===== config.mk =====
export PLATFORM = sky130hd
export DESIGN_NAME = jam_cost_table
export DESIGN_NICKNAME = d
export VERILOG_FILES = /design/src/rtl/jam_cost_table.sv
export SDC_FILE = /design/constraint.sdc
export NUM_CORES = 1
export LEC_CHECK = 0
export BUFFER_PORTS_ARGS = -buffer_cell sky130_fd_sc_hd__buf_2
export CAP_MARGIN = 40
export CORE_AREA = 2 2 278 225
export CTS_CLUSTER_SIZE = 12
export DETAILED_ROUTE_END_ITERATION = 7
export DIE_AREA = 0 0 280 227
export MAX_ROUTING_LAYER = met4
export PLACE_DENSITY = 0.63
export SLEW_MARGIN = 30
export SYNTH_ARGS = -nofsm -noshare
export SYNTH_HDL_FRONTEND = slang
export SYNTH_SLANG_ARGS = --single-unit
export TNS_END_PERCENT = 30

===== constraint.sdc =====
create_clock -name CLK -period 21.1 [get_ports CLK]
set_clock_uncertainty 0.2 [all_clocks]
set_input_delay 1.055 -clock CLK [delete_from_list [all_inputs] [get_ports CLK]]
set_output_delay 1.055 -clock CLK [all_outputs]
set_load 0.05 [all_outputs]

===== src/rtl/jam_cost_table.sv =====
// -----------------------------------------------------------------------------
// jam_cost_table
// Cost-storage stage in front of the JAM job-assignment engine.
//
// The block takes an 8x8 worker/job cost matrix as a row-major valid/ready
// stream and keeps it in a 64-entry register file. After the last beat it
// spends one cycle per row adding that row's minimum into LowerBound, which
// is a lower bound on the cost of any assignment. It then raises table_ready
// so JAM can start issuing (W,J) lookups on Cost.
//
// Ports:
//   CLK          clock; all state changes on the rising edge
//   RST          asynchronous, active-high reset
//   in_valid     stream beat valid
//   in_ready     block can accept a beat (IDLE and LOAD only)
//   in_data      cost entry, row-major order (W major, J minor)
//   in_last      marks the final beat of the matrix (beat 64)
//   clear        synchronous single-cycle request: drop table, return to IDLE
//   W, J         lookup worker / job index from JAM
//   Cost         mem[W*8+J], combinational read
//   table_ready  matrix loaded and lower bound computed
//   LowerBound   sum over rows of min(row)
//   lb_valid     LowerBound is valid
//   load_err     sticky framing error on the last load attempt
// -----------------------------------------------------------------------------
module jam_cost_table #(
  parameter int N  = 8,   // matrix dimension; the port widths below assume 8
  parameter int CW = 7,   // cost entry width
  parameter int BW = 10   // lower-bound width
) (
  input  logic          CLK,
  input  logic          RST,
  input  logic          in_valid,
  output logic          in_ready,
  input  logic [CW-1:0] in_data,
  input  logic          in_last,
  input  logic          clear,
  input  logic [2:0]    W,
  input  logic [2:0]    J,
  output logic [CW-1:0] Cost,
  output logic          table_ready,
  output logic [BW-1:0] LowerBound,
  output logic          lb_valid,
  output logic          load_err
);

  typedef enum logic [1:0] {
    ST_IDLE  = 2'd0,
    ST_LOAD  = 2'd1,
    ST_SCAN  = 2'd2,
    ST_READY = 2'd3
  } state_t;

  // Minimum of one packed row of N cost entries.
  function automatic logic [CW-1:0] row_min(input logic [N*CW-1:0] row);
    logic [CW-1:0] m;
    m = row[CW-1:0];
    for (int i = 1; i < N; i++) begin
      if (row[i*CW +: CW] < m) begin
        m = row[i*CW +: CW];
      end else begin
        m = m;
      end
    end
    return m;
  endfunction

  state_t          state_r;
  state_t          state_n_s;
  logic [5:0]      idx_r;
  logic [2:0]      r_r;
  logic [BW-1:0]   lb_r;
  logic            load_err_r;
  logic            table_ready_r;
  logic            lb_valid_r;
  logic            in_ready_r;
  logic [CW-1:0]   mem_r [0:63];

  logic            accept_s;
  logic            wr_en_s;
  logic            frame_ok_s;
  logic            frame_bad_s;
  logic            in_ready_n_s;
  logic [N*CW-1:0] row_s;
  logic [CW-1:0]   row_min_s;

  // A beat is taken whenever the handshake completes; clear suppresses the write.
  assign accept_s    = in_valid && in_ready_r;
  assign wr_en_s     = accept_s && !clear;
  // Framing is only judged on beats accepted while in LOAD.
  assign frame_ok_s  = (idx_r == 6'd63) && in_last;
  assign frame_bad_s = in_last ^ (idx_r == 6'd63);

  // Gather the row currently being scanned and reduce it to its minimum.
  always_comb begin
    row_s = '0;
    for (int j = 0; j < N; j++) begin
      row_s[j*CW +: CW] = mem_r[{r_r, j[2:0]}];
    end
    row_min_s = row_min(row_s);
  end

  // Next-state logic; clear overrides everything and returns to IDLE.
  always_comb begin
    state_n_s = state_r;
    if (clear) begin
      state_n_s = ST_IDLE;
    end else begin
      case (state_r)
        ST_IDLE: begin
          if (accept_s) begin
            state_n_s = ST_LOAD;
          end else begin
            state_n_s = ST_IDLE;
          end
        end
        ST_LOAD: begin
          if (accept_s && frame_ok_s) begin
            state_n_s = ST_SCAN;
          end else if (accept_s && frame_bad_s) begin
            state_n_s = ST_IDLE;
          end else begin
            state_n_s = ST_LOAD;
          end
        end
        ST_SCAN: begin
          if (r_r == 3'd7) begin
            state_n_s = ST_READY;
          end else begin
            state_n_s = ST_SCAN;
          end
        end
        ST_READY: begin
          state_n_s = ST_READY;
        end
        default: begin
          state_n_s = ST_IDLE;
        end
      endcase
    end
    in_ready_n_s = (state_n_s == ST_IDLE) || (state_n_s == ST_LOAD);
  end

  // State register.
  always_ff @(posedge CLK or posedge RST) begin
    if (RST) begin
      state_r <= ST_IDLE;
    end else begin
      state_r <= state_n_s;
    end
  end

  // Beat counter, scan row, lower-bound accumulator and status flags.
  always_ff @(posedge CLK or posedge RST) begin
    if (RST) begin
      idx_r         <= 6'd0;
      r_r           <= 3'd0;
      lb_r          <= '0;
      load_err_r    <= 1'b0;
      table_ready_r <= 1'b0;
      lb_valid_r    <= 1'b0;
      in_ready_r    <= 1'b1;
    end else if (clear) begin
      idx_r         <= 6'd0;
      r_r           <= 3'd0;
      lb_r          <= '0;
      load_err_r    <= 1'b0;
      table_ready_r <= 1'b0;
      lb_valid_r    <= 1'b0;
      in_ready_r    <= 1'b1;
    end else begin
      in_ready_r <= in_ready_n_s;
      // Flags follow the READY state one edge later, giving the 9-edge
      // latency from the last beat to table_ready.
      table_ready_r <= (state_r == ST_READY);
      lb_valid_r    <= (state_r == ST_READY);
      case (state_r)
        ST_IDLE: begin
          if (accept_s) begin
            idx_r      <= 6'd1;
            load_err_r <= 1'b0;
          end else begin
            idx_r <= idx_r;
          end
        end
        ST_LOAD: begin
          if (accept_s && frame_ok_s) begin
            idx_r <= 6'd0;
            r_r   <= 3'd0;
            lb_r  <= '0;
          end else if (accept_s && frame_bad_s) begin
            idx_r      <= 6'd0;
            load_err_r <= 1'b1;
          end else if (accept_s) begin
            idx_r <= idx_r + 6'd1;
          end else begin
            idx_r <= idx_r;
          end
        end
        ST_SCAN: begin
          lb_r <= lb_r + {{(BW-CW){1'b0}}, row_min_s};
          r_r  <= r_r + 3'd1;
        end
        ST_READY: begin
          lb_r <= lb_r;
        end
        default: begin
          idx_r <= 6'd0;
          r_r   <= 3'd0;
        end
      endcase
    end
  end

  // Cost storage; contents are deliberately not reset.
  always_ff @(posedge CLK) begin
    if (wr_en_s) begin
      mem_r[idx_r] <= in_data;
    end else begin
      mem_r[idx_r] <= mem_r[idx_r];
    end
  end

  assign Cost        = mem_r[{W, J}];
  assign in_ready    = in_ready_r;
  assign table_ready = table_ready_r;
  assign lb_valid    = lb_valid_r;
  assign LowerBound  = lb_r;
  assign load_err    = load_err_r;

endmodule


* Word-level counts from Yosys, hierarchy flattened
Memory sizes are Yosys's and may differ from the RTL's.
Cells that the tools add are included.
** Cells by class
- Magnitude comparators :: 7
- $add $sub $neg :: 3
- Bitwise operators :: 2
- Multiplexer cells :: 36
- Reduce and logical (&&, ||, !) cells :: 15
- Equal/unequal tests :: 12
** Operators with widths (count)
- 2-to-1 mux 7 bit :: 8
- < comparator 7 bit :: 7
- 2-to-1 mux 6 bit :: 5
- 2-to-1 mux 10 bit :: 2
- one-hot mux 10 bit (2 select lines) :: 1
- 2-to-1 mux 1 bit :: 12
- inequality test 3 bit (second input constant) :: 4
- one-hot mux 6 bit (2 select lines) :: 1
- adder 10 x 7 -> 10 bit :: 1
- one-hot mux 2 bit (4 select lines) :: 1
- adder 6 x 1 -> 6 bit (second input constant) :: 1
- equality test 6 bit (second input constant) :: 1
- 2-to-1 mux 3 bit :: 2
- one-hot mux 3 bit (2 select lines) :: 1
- nonzero test 3 bit :: 2
- logical AND 1 bit :: 5
- inequality test 5 bit (second input constant) :: 1
- equality test 2 x 1 -> 1 bit (second input constant) :: 2
- equality test 2 bit (second input constant) :: 2
- zero test 2 bit :: 2
- 2-to-1 mux 2 bit :: 2
- AND reduction 2 bit :: 2
- AND reduction 4 bit :: 1
- adder 3 x 1 -> 3 bit (second input constant) :: 1
- other kinds (8) :: 8
** Word-level totals
- Bits of input ports :: 18
- Logic and storage cells :: 83
- Output and inout bits :: 21
- Memory bits (writable) :: 448
- Memories kept :: 1
- Register bits :: 24
** Memory list
- mem_r :: words 64, bits a word 7, read ports 9, clocked after memory_dff 0, write ports 1, line 77 : logic [CW-1:0] mem_r [0:63];

* Depth between registers and ports, before layout
Gate-level depths: netlist (run 1).
An unclocked memory read counts as a cell.
- Word-level depth :: 18
- Gate-level depth with buffers :: 75
- Gate-level depth less buffers :: 65

* Least setup slack after synthesis (run 1)
No wires, ideal clock.
- Path type :: register -> register
- Start :: reg r_r[0]
- End :: reg lb_r[8] (netlist: LowerBound[8])
- Stages on the path, launching flop included :: 71
- Slack :: 6.515 ns
- Required time :: 20.804 ns
- Buffers on the path :: 12
- Arrival time :: 14.289 ns
- Setup time :: 0.096 ns
- Cells stage by stage :: dfrtp_1 buf_6 buf_2 buf_2 buf_2 buf_2 buf_2 buf_2 mux4_2 mux2_2 ha_1 a21oi_1 o211ai_1 nor3_1 a21oi_1 o21ai_0 ha_1 nor2b_1 [35 not listed] nand2_1 a21o_1 a21oi_1 o31a_1 buf_2 mux2i_1 ha_1 fa_1 a21oi_1 nor2_1 nor2_1 o21bai_1 a21oi_1 nor2b_1 o21ai_0 a21o_1 nand2_1 o31ai_1
** Between the ends
- Longest elaborated chain between the ends :: 18
** Ends and longest elaborated chain
- start: declaration :: line 71 : logic [2:0] r_r;
- start signal: assignment :: line 202 : r_r <= r_r + 3'd1;
- memory read (64 x 7 bit) *
- < comparator 7 bit :: line 59 : if (row[i*CW +: CW] < m) begin
- 2-to-1 mux 7 bit :: line 59
- < comparator 7 bit :: line 59
- 2-to-1 mux 7 bit :: line 59
- < comparator 7 bit :: line 59
- 2-to-1 mux 7 bit :: line 59
- < comparator 7 bit :: line 59
- [2 not listed]
- 2-to-1 mux 7 bit :: line 59
- < comparator 7 bit :: line 59
- 2-to-1 mux 7 bit :: line 59
- < comparator 7 bit :: line 59
- 2-to-1 mux 7 bit * :: line 59
- adder 10 x 7 -> 10 bit * :: line 201 : lb_r <= lb_r + {{(BW-CW){1'b0}}, row_min_s};
- one-hot mux 10 bit (2 select lines) * :: line 177 : case (state_r)
- 2-to-1 mux 10 bit * :: line 163 : end else if (clear) begin
- end signal: assignment :: line 201
- end signal: assignment :: line 205 : lb_r <= lb_r;
- end: declaration :: line 72 : logic [BW-1:0] lb_r;
Mark *: on every way between the ends. The rest lies on a longest branch, timed or not.
A chain may end at the register's enable or synchronous reset.

* Final worst setup path (run 1)
- Start :: reg r_r[1]
- End :: reg lb_r[8] (netlist: LowerBound[8])
Same word-level chain as after synthesis.

==> qor.json, run 1 <==
{
  "outcome": {"value": "complete, no violations"},
  "ys_async_sr_fraction": {"value": 0.0508},
  "post_cts.repair.setup_buffers": {"value": 0},
  "vias": {"value": 14400},
  "cts_tree": {"value": "yes"},
  "grt_pass1_vias": {"value": 14000},
  "period_minus_slack": {"value": 15850, "unit": "ps"},
  "holdCritPathClass": {"value": "in -> async"},
  "post_synth_instance_area": {"value": 24000, "unit": "um^2"},
  "globalRouteOverflowTotal": {"value": 0},
  "power_density": {"value": 74.5, "unit": "nW/um^2"},
  "switching_share": {"value": 0.229},
  "clkTransAtPathRegs": {"value": 60, "unit": "ps"},
  "layout.filler_cells": {"value": 5131},
  "wl": {"value": 74500, "unit": "um"},
  "clock_path_buffers": {"value": 3},
  "synth-main-ff-cell": {"value": "sky130_fd_sc_hd__edfxtp_1"},
  "fraction_of_final_layout_cells_with_drive_strength_greater_than_1": {"value": 0.352},
  "rows": {"value": 81},
  "finalCoreUtilization": {"value": 0.443},
  "cts_inserted_buffers": {"value": 48},
  "path_class": {"value": "reg -> reg"},
  "p_sw": {"value": 0.000460, "unit": "W"},
  "yosysWarningCount": {"value": 0},
  "post_synthesis_cell_type_with_the_largest_combined_area": {"value": "sky130_fd_sc_hd__edfxtp_1"},
  "setup_total_negative_slack": {"value": 0, "unit": "ps"},
  "initial_antenna_violation_count": {"value": 4},
  "worst-r2r-cell-count": {"value": 60},
  "critical_path_peak_fanout": {"value": 38},
  "coreArea": {"value": 60700, "unit": "um^2"},
  "post_cts.resized_instances": {"value": 0},
  "syn_area_per_cell": {"value": 17.9, "unit": "um^2"},
  "route.detailed.drc": {"value": 0},
  "netlist.area_leader.share": {"value": 0.560},
  "routabilityCongestion": {"value": 0.929},
  "nets": {"value": 1453},
  "floorplan.initialDensity": {"value": 0.396},
  "setup_slack": {"value": 5250, "unit": "ps"},
  "cellLeakagePower": {"value": 8.47, "unit": "nW"},
  "global_route_wire_length_before_repair": {"value": 105000, "unit": "um"},
  "synth.net_count": {"value": 1394},
  "critical_path.startpoint_type": {"value": "flop"},
  "postRouteAntennaNets": {"value": 0},
  "ffs_latches_synth": {"value": 472},
  "ys_top_cells_by_count": {"value": "sky130_fd_sc_hd__edfxtp_1 (448), sky130_fd_sc_hd__mux4_2 (255), sky130_fd_sc_hd__nor2_1 (96)"},
  "relSlewSlack": {"value": 0.377},
  "drtIter0Drc": {"value": 2386},
  "die_h": {"value": 227, "unit": "um"},
  "clock_network_power_share": {"value": 0.405},
  "top_level_ports": {"value": 39},
  "wire_per_inst": {"value": 33.5, "unit": "um"},
  "die_area": {"value": 63600, "unit": "um^2"},
  "htree_levels": {"value": 2},
  "area_grow_syn2layout": {"value": 11.9, "unit": "%"},
  "first_pass_iters": {"value": 5},
  "power_frac_comb": {"value": 0.082},
  "maxClockFrequency": {"value": 63.1, "unit": "MHz"},
  "rsz0062_at_grt": {"value": "false"},
  "fin_crit_share": {"value": 0.751},
  "number_of_flops_mapped_to_enable_cells_by_yosys": {"value": 448},
  "clock_latency_reported_for_the_late_side_of_the_worst_skew_pair": {"value": 600, "unit": "ps"},
  "worst_path_max_delay_cell": {"value": "sky130_fd_sc_hd__dfrtp_4"},
  "portBuffers": {"value": 38},
  "worst_slew_pin_tran": {"value": 931, "unit": "ps"},
  "grt_max_degree": {"value": 83},
  "max-vdd-ir-drop": {"value": 67.0, "unit": "uV"},
  "cts-hold-fix-buffers": {"value": 0},
  "total_power": {"value": 0.00200, "unit": "W"},
  "post_synth_inst_count": {"value": 1342},
  "cp_capture_type": {"value": "flop"},
  "worstPathArrival": {"value": 16150, "unit": "ps"},
  "clk_root_buffer_cell": {"value": "sky130_fd_sc_hd__clkbuf_16"},
  "die_x": {"value": 280, "unit": "um"},
  "dp_slack": {"value": 5310, "unit": "ps"},
  "sequential_fraction_of_design_power": {"value": 0.513},
  "report.final.setup_viol": {"value": 0},
  "crit_path_max_incr_delay": {"value": 820, "unit": "ps"},
  "internal_power": {"value": 0.00154, "unit": "W"},
  "average_via_count_per_standard_cell": {"value": 6.48},
  "synth_cell_types": {"value": 75},
  "hold_viol": {"value": 0},
  "final-max-slew-violation-count": {"value": 0},
  "cap_viol_max_count": {"value": 0},
  "detailedPlacementHpwl": {"value": 54000, "unit": "um"},
  "synth.area.top_cells": {"value": "sky130_fd_sc_hd__edfxtp_1 (56%), sky130_fd_sc_hd__mux4_2 (24%), sky130_fd_sc_hd__dfrtp_1 (2.4%)"},
  "critical_path_required": {"value": 21400, "unit": "ps"},
  "groute.usage.overall": {"value": 0.244},
  "synthMostInstantiatedCell": {"value": "sky130_fd_sc_hd__edfxtp_1"},
  "critPathMostFrequentCell": {"value": "sky130_fd_sc_hd__ha_1"},
  "clk_sinks": {"value": 472},
  "synth_sequential_area_ratio": {"value": 0.585}
}
==> power groups by stage <==
stage          clock [W]  combinational (W)  sequential, W
4_1_cts         0.000819           0.000164        0.00103
5_1_grt         0.000853           0.000176        0.00103
3_3_place_gp           0           0.000159        0.00105
3_5_place_dp           0           0.000163        0.00105
6_report        0.000810           0.000164        0.00103
2_1_floorplan          0           0.000114        0.00105
==> cells in the final DEF (no fill, tap or decap), drive strengths merged, types with 5 or more instances in the layout <==
| cell type | netlist | layout |
|---|---|---|
| mux2 | 36 | 36 |
| inv | 28 | 29 |
| a2111oi | 5 | 5 |
| mux2i | 63 | 63 |
| nor2 | 96 | 96 |
| o21a | 6 | 6 |
| or3 | 6 | 6 |
| a211oi | 5 | 5 |
| ha | 33 | 33 |
| diode | 0 | 5 |
| nor2b | 12 | 12 |
| clkinv | 0 | 8 |
| xor2 | 8 | 8 |
| a21oi | 25 | 25 |
| o21ai | 33 | 33 |
| a22o | 5 | 5 |
| clkbuf | 37 | 70 |
| and2 | 5 | 5 |
| maj3 | 11 | 11 |
| buf | 47 | 93 |
| nor3 | 10 | 10 |
| o211ai | 9 | 9 |
| dfrtp | 23 | 23 |
| a21o | 9 | 9 |
| or2 | 7 | 7 |
| edfxtp | 448 | 448 |
| mux4 | 255 | 255 |
| xnor2 | 5 | 5 |
| nand3 | 10 | 10 |
| nand2 | 45 | 45 |
==> flip-flops by register name, indices dropped and copies added, names as in the netlist <==
name        flops
state_r         2
lb_valid        1
LowerBound     10
load_err        1
r_r             3
mem_r         448
idx_r           6
in_ready        1
==> final cells by class <==
class	count	area, um^2	area share
Antenna cell	5	12.5	0.000465
Clock inverter	11	116	0.00433
Inverter	28	105	0.00391
Timing Repair Buffer	93	718	0.0267
Sequential cell	472	14100	0.523
Multi-Input combinational cell	758	9550	0.355
Tap cell	788	986	0.0367
Clock buffer	70	1330	0.0496
==> worst max-delay path: cells and delay by family (launching register included) <==
kind	cells	cell delay, ps
simple gates	15	2080
mux	7	2500
fa+ha+maj	9	2960
compound gates	27	6370
buf+inv	2	760
flops	1	820
==> metrics by stage <==
step / hold WS [ps] / instances / area [um^2]
final: 310 / 2225 / 26900
after global routing: 334 / 2224 / 26900
after CTS: 297 / 2219 / 26800
after detailed placement: 309 / 2138 / 25400
after global placement: 304 / 2104 / 25000
after floorplan: 387 / 1342 / 24000
==> kinds of logic after synthesis <==
| family | synth area share |
|---|---|
| buffers and inverters | 0.0208 |
| adder cells (fa/ha/maj) | 0.0227 |
| AND/OR/NAND/NOR | 0.0413 |
| XOR/XNOR | 0.00505 |
| flip-flops | 0.585 |
| AO/OA/AOI/OAI | 0.0395 |
| multiplexers | 0.286 |
==> routing by layer <==
layer,vias up,wire [um],GRT usage
met1,7550,30300,0.345
met3,104,9950,0.0755
met5,-,0,-
met2,1001,32600,0.346
li1,5758,-,-
met4,0,1680,0.0597
==> final timing paths <==
kind,startpoint,end,slack [ps]
max in group asynchronous,RST,r_r[0]$_DFFE_PP0P_,20080
max reg2reg,r_r[1]$_DFFE_PP0P_,LowerBound[8]$_DFFE_PP0P_,5250
min,RST,LowerBound[8]$_DFFE_PP0P_,310
max,r_r[1]$_DFFE_PP0P_,LowerBound[8]$_DFFE_PP0P_,5250
min in group CLK,LowerBound[8]$_DFFE_PP0P_,LowerBound[8]$_DFFE_PP0P_,310
min reg2reg,LowerBound[8]$_DFFE_PP0P_,LowerBound[8]$_DFFE_PP0P_,310
Power figures use the tool's default switching activity.
==> inputs of run 2 (changes only) <==
--- a/config.mk
+++ b/config.mk
@@ -12,7 +12,7 @@
 export DETAILED_ROUTE_END_ITERATION = 7
 export DIE_AREA = 0 0 280 227
 export MAX_ROUTING_LAYER = met4
-export PLACE_DENSITY = 0.63
+export PLACE_DENSITY = 0.65
 export SLEW_MARGIN = 30
 export SYNTH_ARGS = -nofsm -noshare
 export SYNTH_HDL_FRONTEND = slang
==> constraint.sdc (replaced) <==
create_clock -name CLK -period 14.5 [get_ports CLK]
set_clock_uncertainty 0.2 [all_clocks]
set_input_delay 0.725 -clock CLK [delete_from_list [all_inputs] [get_ports CLK]]
set_output_delay 0.725 -clock CLK [all_outputs]
set_load 0.05 [all_outputs]
==> run 2 against run 1 <==
Net effect:
- highest routed layer unchanged
- sequential cell count stayed put
- power grew 45%
- core utilization is 0.41 points higher
- global-route usage increased by 0.12 points
- final area rose by 0.93%
- clock-buffer cell count up 1
- critical endpoint unchanged
- hold slack got worse by 65 ps
- clock power is 44% higher
- register-to-register slack lost 4400 ps
- first-iteration DRC count down 14%
- die area unchanged
==> qor.json, run 2 (synthesis gave the netlist of run 1 again) <==
{
  "critical_path.startpoint_type": {"value": "flop"},
  "hold_viol": {"value": 0, "change": "unchanged"},
  "cap_viol_max_count": {"value": 0, "change": "unchanged"},
  "dp_slack": {"value": -325, "unit": "ps", "change": "-5640 ps"},
  "report.final.setup_viol": {"value": 0, "change": "unchanged"},
  "area_grow_syn2layout": {"value": 12.9, "unit": "%"},
  "critPathMostFrequentCell": {"value": "sky130_fd_sc_hd__ha_1"},
  "internal_power": {"value": 0.00224, "unit": "W", "change": "+45%"},
  "period_minus_slack": {"value": 13620, "unit": "ps", "change": "-2230 ps"},
  "htree_levels": {"value": 2, "change": "unchanged"},
  "routabilityCongestion": {"value": 0.959, "change": "+3.2%"},
  "die_area": {"value": 63600, "unit": "um^2", "change": "unchanged"},
  "crit_path_max_incr_delay": {"value": 590, "unit": "ps", "change": "-230 ps"},
  "switching_share": {"value": 0.232, "change": "+0.00221"},
  "grt_max_degree": {"value": 74, "change": "-11%"},
  "dp_cell_count": {"value": 2146, "change": "+0.37%"},
  "globalRouteOverflowTotal": {"value": 0, "change": "unchanged"},
  "die_h": {"value": 227, "unit": "um", "change": "unchanged"},
  "nets": {"value": 1485, "change": "+2.2%"},
  "destination_of_the_worst_hold_path": {"value": "idx_r[0]$_DFFE_PP0P_"},
  "layout.filler_cells": {"value": 5085, "change": "-0.90%"},
  "p_sw": {"value": 0.000675, "unit": "W", "change": "+47%"},
  "wl": {"value": 75400, "unit": "um", "change": "+1.2%"},
  "worstReg2RegStart": {"value": "r_r[0]$_DFFE_PP0P_"},
  "first_pass_iters": {"value": 5, "change": "unchanged"},
  "outcome": {"value": "complete, no violations"},
  "rows": {"value": 81, "change": "unchanged"},
  "ff2ff_setup_slack": {"value": 880, "unit": "ps", "change": "-4370 ps"},
  "die_x": {"value": 280, "unit": "um", "change": "unchanged"},
  "postRouteAntennaNets": {"value": 0, "change": "unchanged"},
  "cp.buffers_inverters": {"value": 1, "change": "-1"},
  "floorplan.initialDensity": {"value": 0.396, "change": "unchanged"},
  "max_flop_register": {"value": "mem_r"},
  "fraction_of_final_layout_cells_with_drive_strength_greater_than_1": {"value": 0.362, "change": "+0.0103"},
  "holdCritPathClass": {"value": "in -> reg"},
  "detailedPlacementHpwl": {"value": 55000, "unit": "um", "change": "+1.7%"},
  "clock_path_buffers": {"value": 3, "change": "unchanged"},
  "critical_path_required": {"value": 14790, "unit": "ps", "change": "-6610 ps"},
  "finalCoreUtilization": {"value": 0.447, "change": "+0.00410"},
  "max-vdd-ir-drop": {"value": 88.2, "unit": "uV", "change": "+32%"},
  "clock_latency_reported_for_the_late_side_of_the_worst_skew_pair": {"value": 610, "unit": "ps", "change": "about the same"},
  "maxClockFrequency": {"value": 73.4, "unit": "MHz", "change": "+16%"},
  "cts_tree": {"value": "yes"},
  "worst_slew_pin_tran": {"value": 922, "unit": "ps", "change": "-9.64 ps"},
  "cellLeakagePower": {"value": 8.63, "unit": "nW", "change": "+2.0%"},
  "layout.cells.most_common_list": {"value": "sky130_fd_sc_hd__edfxtp_1 (448), sky130_fd_sc_hd__mux4_2 (255), sky130_fd_sc_hd__nor2_1 (87), sky130_fd_sc_hd__buf_4 (83), sky130_fd_sc_hd__mux2i_1 (53)"},
  "worstReg2RegEnd": {"value": "LowerBound[8]$_DFFE_PP0P_"},
  "power_density": {"value": 107, "unit": "nW/um^2", "change": "+44%"},
  "sequential_fraction_of_design_power": {"value": 0.514, "change": "about the same"},
  "final_common_cell": {"value": "sky130_fd_sc_hd__edfxtp_1"},
  "initial_antenna_violation_count": {"value": 3, "change": "-1"},
  "fin_crit_share": {"value": 0.940, "change": "+0.188"},
  "grt_pass1_vias": {"value": 14100, "change": "+0.60%"},
  "coreArea": {"value": 60700, "unit": "um^2", "change": "unchanged"},
  "drtIter0Drc": {"value": 2063, "change": "-14%"},
  "clk_sinks": {"value": 472, "change": "unchanged"},
  "hold-path-cell-count": {"value": 2},
  "average_via_count_per_standard_cell": {"value": 6.47, "change": "about the same"},
  "worstPathArrival": {"value": 13910, "unit": "ps", "change": "-2240 ps"},
  "total_power": {"value": 0.00291, "unit": "W", "change": "+45%"},
  "setup_slack": {"value": 876, "unit": "ps", "change": "-4370 ps"},
  "cp_top_family": {"value": "compound AO/OA/AOI/OAI gates"},
  "non_filler_instance_count_after_layout": {"value": 2257, "change": "+1.4%"},
  "power_frac_comb": {"value": 0.086, "change": "+0.004"},
  "worst-r2r-cell-count": {"value": 61, "change": "+1.7%"},
  "worst_path_max_delay_cell": {"value": "sky130_fd_sc_hd__mux4_2"},
  "clkTransAtPathRegs": {"value": 60, "unit": "ps", "change": "about the same"},
  "global_route_wire_length_before_repair": {"value": 106000, "unit": "um", "change": "+0.29%"},
  "top_level_ports": {"value": 39, "change": "unchanged"},
  "portBuffers": {"value": 38, "change": "unchanged"},
  "clock_network_power_share": {"value": 0.400, "change": "-0.005"},
  "final-max-slew-violation-count": {"value": 0, "change": "unchanged"},
  "route.detailed.drc": {"value": 0, "change": "unchanged"},
  "vias": {"value": 14600, "change": "+1.4%"},
  "relSlewSlack": {"value": 0.383, "change": "+0.00645"},
  "clk_root_buffer_cell": {"value": "sky130_fd_sc_hd__clkbuf_16"},
  "wire_per_inst": {"value": 33.4, "unit": "um", "change": "-0.24%"},
  "setup_total_negative_slack": {"value": 0, "unit": "ps", "change": "unchanged"},
  "path_class": {"value": "reg -> reg"},
  "critical_path_peak_fanout": {"value": 11, "change": "-71%"},
  "origin_of_the_worst_min_delay_path": {"value": "clear"},
  "cp_capture_type": {"value": "flop"},
  "cts_inserted_buffers": {"value": 48, "change": "unchanged"},
  "max_ffs_per_register": {"value": 448, "change": "unchanged"},
  "groute.usage.overall": {"value": 0.246, "change": "+0.00121"}
}
## run 2: cell count changes in the layout (fill, tap and decap cells not counted), sizes merged
cell | previous run | this run
diode | 5 | 3
dlygate4sd3 | 0 | 1
buf | 93 | 121
clkbuf | 70 | 74
clkinv | 8 | 10
clkinvlp | 1 | 0
## run 2: repair_timing
item                                   in CTS  in global routing
setup endpoints to repair                   4                  9
pin swaps                                   1                  3
resized for setup                           2                 19
endpoints found under the hold margin      10                  0
hold buffers                                1                  0
setup buffers                               5                 14
## run 2: metrics by stage
step	hold WS (ps)	cell area (um^2)
2_1_floorplan	387	24000
3_3_place_gp	304	25000
3_5_place_dp	308	25400
4_1_cts	222	26900
5_1_grt	246	27100
6_report	245	27100
## run 2: power by group through the flow
stage	Clock, W	Sequential, W	Combinational [W]
after floorplan	0	0.00152	0.000166
after global placement	0	0.00153	0.000230
after detailed placement	0	0.00153	0.000238
after CTS	0.00117	0.00150	0.000241
after global routing	0.00123	0.00150	0.000267
final	0.00117	0.00150	0.000252
## run 2: worst max-delay path by stage
stage / from / to / slack (ps) / depth (start not counted)
after floorplan: r_r[0]$_DFFE_PP0P_ / LowerBound[8]$_DFFE_PP0P_ / 6 / 70
after global placement: r_r[1]$_DFFE_PP0P_ / LowerBound[8]$_DFFE_PP0P_ / 210 / 59
after detailed placement: r_r[1]$_DFFE_PP0P_ / LowerBound[9]$_DFFE_PP0P_ / -320 / 58
after CTS: r_r[1]$_DFFE_PP0P_ / LowerBound[8]$_DFFE_PP0P_ / 50 / 58
after global routing: r_r[1]$_DFFE_PP0P_ / LowerBound[9]$_DFFE_PP0P_ / -70 / 64
final: r_r[0]$_DFFE_PP0P_ / LowerBound[8]$_DFFE_PP0P_ / 880 / 61
## run 2: final cells by class
cell class,count,area (um^2),share of cell area
sequential,472,14100,0.518
clock buffer,71,1300,0.0478
timing repair buffer,125,950,0.0350
clock inverter,12,138,0.00507
antenna,3,7.51,0.000277
multi-input combinational,758,9580,0.353
tap,788,986,0.0363
inverter,28,105,0.00387
## run 2: routing by layer
metal | GRT usage | up-vias | wire, um
met1 | 0.334 | 7661 | 29300
met5 | - | - | 0
met2 | 0.341 | 1014 | 32700
met4 | 0.0771 | 0 | 2410
met3 | 0.0927 | 119 | 11000
li1 | - | 5816 | -
==> inputs of run 3 (changes only) <==
--- a/config.mk
+++ b/config.mk
@@ -5,14 +5,15 @@
 export SDC_FILE = /design/constraint.sdc
 export NUM_CORES = 1
 export LEC_CHECK = 0
+export ABC_AREA = 1
 export BUFFER_PORTS_ARGS = -buffer_cell sky130_fd_sc_hd__buf_2
 export CAP_MARGIN = 40
-export CORE_AREA = 2 2 278 225
+export CORE_AREA = 2 2 284 230
 export CTS_CLUSTER_SIZE = 12
 export DETAILED_ROUTE_END_ITERATION = 7
-export DIE_AREA = 0 0 280 227
+export DIE_AREA = 0 0 286 232
 export MAX_ROUTING_LAYER = met4
-export PLACE_DENSITY = 0.65
+export PLACE_DENSITY = 0.66
 export SLEW_MARGIN = 30
 export SYNTH_ARGS = -nofsm -noshare
 export SYNTH_HDL_FRONTEND = slang
==> run 3 against run 2 <==
Net effect:
- combinational power up 19%
- non-clock buffer count down 20
- synthesized cell count up 110%
- clock power up 5%
- first-iteration DRC count up 98%
- global-route usage up 2.0 points
- sequential share of layout area down 0.89 points
- highest routed layer unchanged
==> qor.json, run 3 <==
{
  "outcome": {"value": "complete, no violations"},
  "rsz0062_at_grt": {"value": "false"},
  "cellLeakagePower": {"value": 10.1, "unit": "nW", "change": "+17%"},
  "critical_path_peak_fanout": {"value": 120, "change": "+109"},
  "die_area": {"value": 66400, "unit": "um^2", "change": "+4.4%"},
  "setup_total_negative_slack": {"value": 0, "unit": "ps", "change": "unchanged"},
  "max_ffs_per_register": {"value": 448, "change": "unchanged"},
  "number_of_flops_mapped_to_enable_cells_by_yosys": {"value": 448, "change": "unchanged"},
  "globalRouteOverflowTotal": {"value": 0, "change": "unchanged"},
  "post_synth_instance_area": {"value": 25200, "unit": "um^2", "change": "+5.1%"},
  "routabilityCongestion": {"value": 0.952, "change": "-0.69%"},
  "ys_async_sr_fraction": {"value": 0.0508, "change": "unchanged"},
  "area_grow_syn2layout": {"value": 9.34, "unit": "%"},
  "syn_area_per_cell": {"value": 9.17, "unit": "um^2", "change": "-49%"},
  "cap_viol_max_count": {"value": 0, "change": "unchanged"},
  "post_cts.repair.setup_buffers": {"value": 0, "change": "-5"},
  "layout.cells.most_common_list": {"value": "sky130_fd_sc_hd__nor2_1 (545), sky130_fd_sc_hd__o21ai_0 (475), sky130_fd_sc_hd__edfxtp_1 (448), sky130_fd_sc_hd__nand2_1 (288), sky130_fd_sc_hd__o22ai_1 (154)"},
  "synth-main-ff-cell": {"value": "sky130_fd_sc_hd__edfxtp_1"},
  "drt-met1-wl": {"value": 34900, "unit": "um", "change": "+19%"},
  "yosysWarningCount": {"value": 0, "change": "unchanged"},
  "synthMostInstantiatedCell": {"value": "sky130_fd_sc_hd__nor2_1"},
  "topRoutingLayerUsed": {"value": "met4"},
  "cp.depth": {"value": 71, "change": "+16%"},
  "maxClockFrequency": {"value": 74.9, "unit": "MHz", "change": "+2.0%"},
  "timing.hold.ws": {"value": 18.5, "unit": "ps", "change": "-227 ps"},
  "clock_path_buffers": {"value": 3, "change": "unchanged"},
  "critical_path_required": {"value": 14810, "unit": "ps", "change": "+20 ps"},
  "coreArea": {"value": 63600, "unit": "um^2", "change": "+4.7%"},
  "max_flop_register": {"value": "mem_r"},
  "groute.usage.overall": {"value": 0.266, "change": "+0.0203"},
  "worstReg2RegEnd": {"value": "LowerBound[9]$_DFFE_PP0P_"},
  "synth_sequential_area_ratio": {"value": 0.557, "change": "-0.0281"},
  "cts-hold-fix-buffers": {"value": 0, "change": "-1"},
  "floorplan.initialDensity": {"value": 0.397, "change": "+0.00135"},
  "post_synth_inst_count": {"value": 2754, "change": "+110%"},
  "detailroute.wirelength.met2": {"value": 37600, "unit": "um", "change": "+15%"},
  "worst_slew_pin_tran": {"value": 874, "unit": "ps", "change": "-47.9 ps"},
  "post_cts.resized_instances": {"value": 0, "change": "-2"},
  "global_route_wire_length_before_repair": {"value": 129000, "unit": "um", "change": "+22%"},
  "critical_path.startpoint_type": {"value": "flop"},
  "cp_top_family": {"value": "compound AO/OA/AOI/OAI gates"},
  "portBuffers": {"value": 38, "change": "unchanged"},
  "synth_cell_types": {"value": 55, "change": "-27%"},
  "report.final.setup_viol": {"value": 0, "change": "unchanged"},
  "wire_per_inst": {"value": 24.5, "unit": "um", "change": "-27%"},
  "ys_top_cells_by_count": {"value": "sky130_fd_sc_hd__nor2_1 (545), sky130_fd_sc_hd__o21ai_0 (475), sky130_fd_sc_hd__edfxtp_1 (448)"},
  "ffs_latches_synth": {"value": 472, "change": "unchanged"},
  "initial_antenna_violation_count": {"value": 3, "change": "unchanged"},
  "worstReg2RegStart": {"value": "r_r[0]$_DFFE_PP0P_"},
  "drtIter0Drc": {"value": 4094, "change": "+98%"},
  "critPathMostFrequentCell": {"value": "sky130_fd_sc_hd__nor2_1"},
  "period_minus_slack": {"value": 13350, "unit": "ps", "change": "-271 ps"},
  "final-max-slew-violation-count": {"value": 0, "change": "unchanged"},
  "rows": {"value": 83, "change": "+2.5%"},
  "synth.area.top_cells": {"value": "sky130_fd_sc_hd__edfxtp_1 (53%), sky130_fd_sc_hd__o21ai_0 (9.4%), sky130_fd_sc_hd__nor2_1 (8.1%)"},
  "nets": {"value": 2775, "change": "+87%"},
  "vias": {"value": 22000, "change": "+51%"},
  "post_synthesis_cell_type_with_the_largest_combined_area": {"value": "sky130_fd_sc_hd__edfxtp_1"},
  "htree_levels": {"value": 2, "change": "unchanged"},
  "holdCritPathClass": {"value": "in -> async"},
  "cp.buffers_inverters": {"value": 10, "change": "+9"},
  "clock_latency_reported_for_the_late_side_of_the_worst_skew_pair": {"value": 600, "unit": "ps", "change": "about the same"},
  "wl": {"value": 88300, "unit": "um", "change": "+17%"},
  "power_density": {"value": 110, "unit": "nW/um^2", "change": "+2.0%"},
  "clk_sinks": {"value": 472, "change": "unchanged"},
  "relSlewSlack": {"value": 0.411, "change": "+0.0280"},
  "cts_inserted_buffers": {"value": 50, "change": "+4.2%"},
  "hold_viol": {"value": 0, "change": "unchanged"},
  "netlist.area_leader.share": {"value": 0.533, "change": "-0.0269"},
  "fraction_of_final_layout_cells_with_drive_strength_greater_than_1": {"value": 0.0935, "change": "-0.269"},
  "worst-r2r-cell-count": {"value": 71, "change": "+16%"},
  "postRouteAntennaNets": {"value": 0, "change": "unchanged"},
  "detailroute.wirelength.met3": {"value": 12800, "unit": "um", "change": "+16%"},
  "final_common_cell": {"value": "sky130_fd_sc_hd__nor2_1"},
  "ff2ff_setup_slack": {"value": 1150, "unit": "ps", "change": "+270 ps"},
  "detailedPlacementHpwl": {"value": 60300, "unit": "um", "change": "+9.7%"},
  "cp_capture_type": {"value": "flop"},
  "route.detailed.drc": {"value": 0, "change": "unchanged"},
  "grt_pass1_vias": {"value": 20100, "change": "+43%"},
  "die_x": {"value": 286, "unit": "um", "change": "+2.1%"},
  "diodes": {"value": 0, "change": "-3"},
  "crit_path_max_incr_delay": {"value": 530, "unit": "ps", "change": "-60 ps"},
  "first_pass_iters": {"value": 7, "change": "+2"},
  "path_class": {"value": "reg -> reg"},
  "grt_max_degree": {"value": 128, "change": "+73%"},
  "average_via_count_per_standard_cell": {"value": 6.11, "change": "-5.7%"},
  "max-vdd-ir-drop": {"value": 95.1, "unit": "uV", "change": "+7.8%"},
  "synth.net_count": {"value": 2806, "change": "+100%"},
  "top_level_ports": {"value": 39, "change": "unchanged"},
  "die_h": {"value": 232, "unit": "um", "change": "+2.2%"},
  "clkTransAtPathRegs": {"value": 60, "unit": "ps", "change": "about the same"},
  "cts_tree": {"value": "yes"},
  "worst_path_max_delay_cell": {"value": "sky130_fd_sc_hd__dfrtp_4"},
  "clk_root_buffer_cell": {"value": "sky130_fd_sc_hd__clkbuf_16"},
  "fin_crit_share": {"value": 0.921, "change": "-0.0187"},
  "worstPathArrival": {"value": 13660, "unit": "ps", "change": "-250 ps"}
}
run 3: worst register-to-register path: cells and delay by family (launching register included):
family / cells / cell delay (ps)
adder cells (fa/ha/maj): 8 / 2540
AO/OA/AOI/OAI: 20 / 4660
buffers and inverters: 10 / 1590
flip-flops: 1 / 530
AND/OR/NAND/NOR: 33 / 3760
run 3: worst max path at each step:
stage	startpoint	endpoint	slack (ps)
after floorplan	r_r[0]$_DFFE_PP0P_	LowerBound[9]$_DFFE_PP0P_	2000
after global placement	r_r[1]$_DFFE_PP0P_	LowerBound[9]$_DFFE_PP0P_	1620
after detailed placement	r_r[1]$_DFFE_PP0P_	LowerBound[9]$_DFFE_PP0P_	1340
after CTS	r_r[1]$_DFFE_PP0P_	LowerBound[9]$_DFFE_PP0P_	1280
after global routing	r_r[0]$_DFFE_PP0P_	LowerBound[9]$_DFFE_PP0P_	30
final	r_r[0]$_DFFE_PP0P_	LowerBound[9]$_DFFE_PP0P_	1150
run 3: where the power goes:
group | switching, W | total, W | internal, W
combinational | 0.000216 | 0.000300 | 0.0000837
clock | 0.000540 | 0.00123 | 0.000687
sequential | 0.00000179 | 0.00150 | 0.00149
run 3: cell families (layout without fill, tap and decap cells):
| family | Yosys count | in the layout | share of synthesized area |
|---|---|---|---|
| buffers and inverters | 352 | 357 | 0.0628 |
| muxes | 1 | 1 | 0.000397 |
| AOI/OAI and AO/OA | 850 | 850 | 0.186 |
| adders and majority gates | 34 | 34 | 0.0172 |
| DFF | 472 | 472 | 0.557 |
| and+or+nand+nor | 1045 | 1045 | 0.177 |
run 3: stage by stage:
stage | setup WS (ps) | instances | util | cell area [um^2] | total power (W)
floorplan | 2000 | 2754 | - | 25200 | 0.00173
global placement | 1620 | 3482 | 0.406 | 25800 | 0.00181
detailed placement | 1340 | 3502 | 0.408 | 25900 | 0.00182
CTS | 1280 | 3590 | 0.432 | 27400 | 0.00302
global route | 25.2 | 3609 | 0.434 | 27600 | 0.00310
finish | 1150 | 3609 | 0.434 | 27600 | 0.00302
run 3: cell type report:
cell class	count	area, um^2
Fill cell	6080	36000
Sequential cell	472	14100
Multi-Input combinational cell	1930	9600
Clock buffer	68	1360
Tap cell	850	1060
Timing Repair Buffer	105	733
Inverter	164	633
Clock inverter	20	144
run 3: layer usage:
metal / track usage / vias up
li1: - / 9687
met1: 0.366 / 10600
met2: 0.380 / 1587
met3: 0.0710 / 200
met4: 0.0870 / 0
met5: - / -
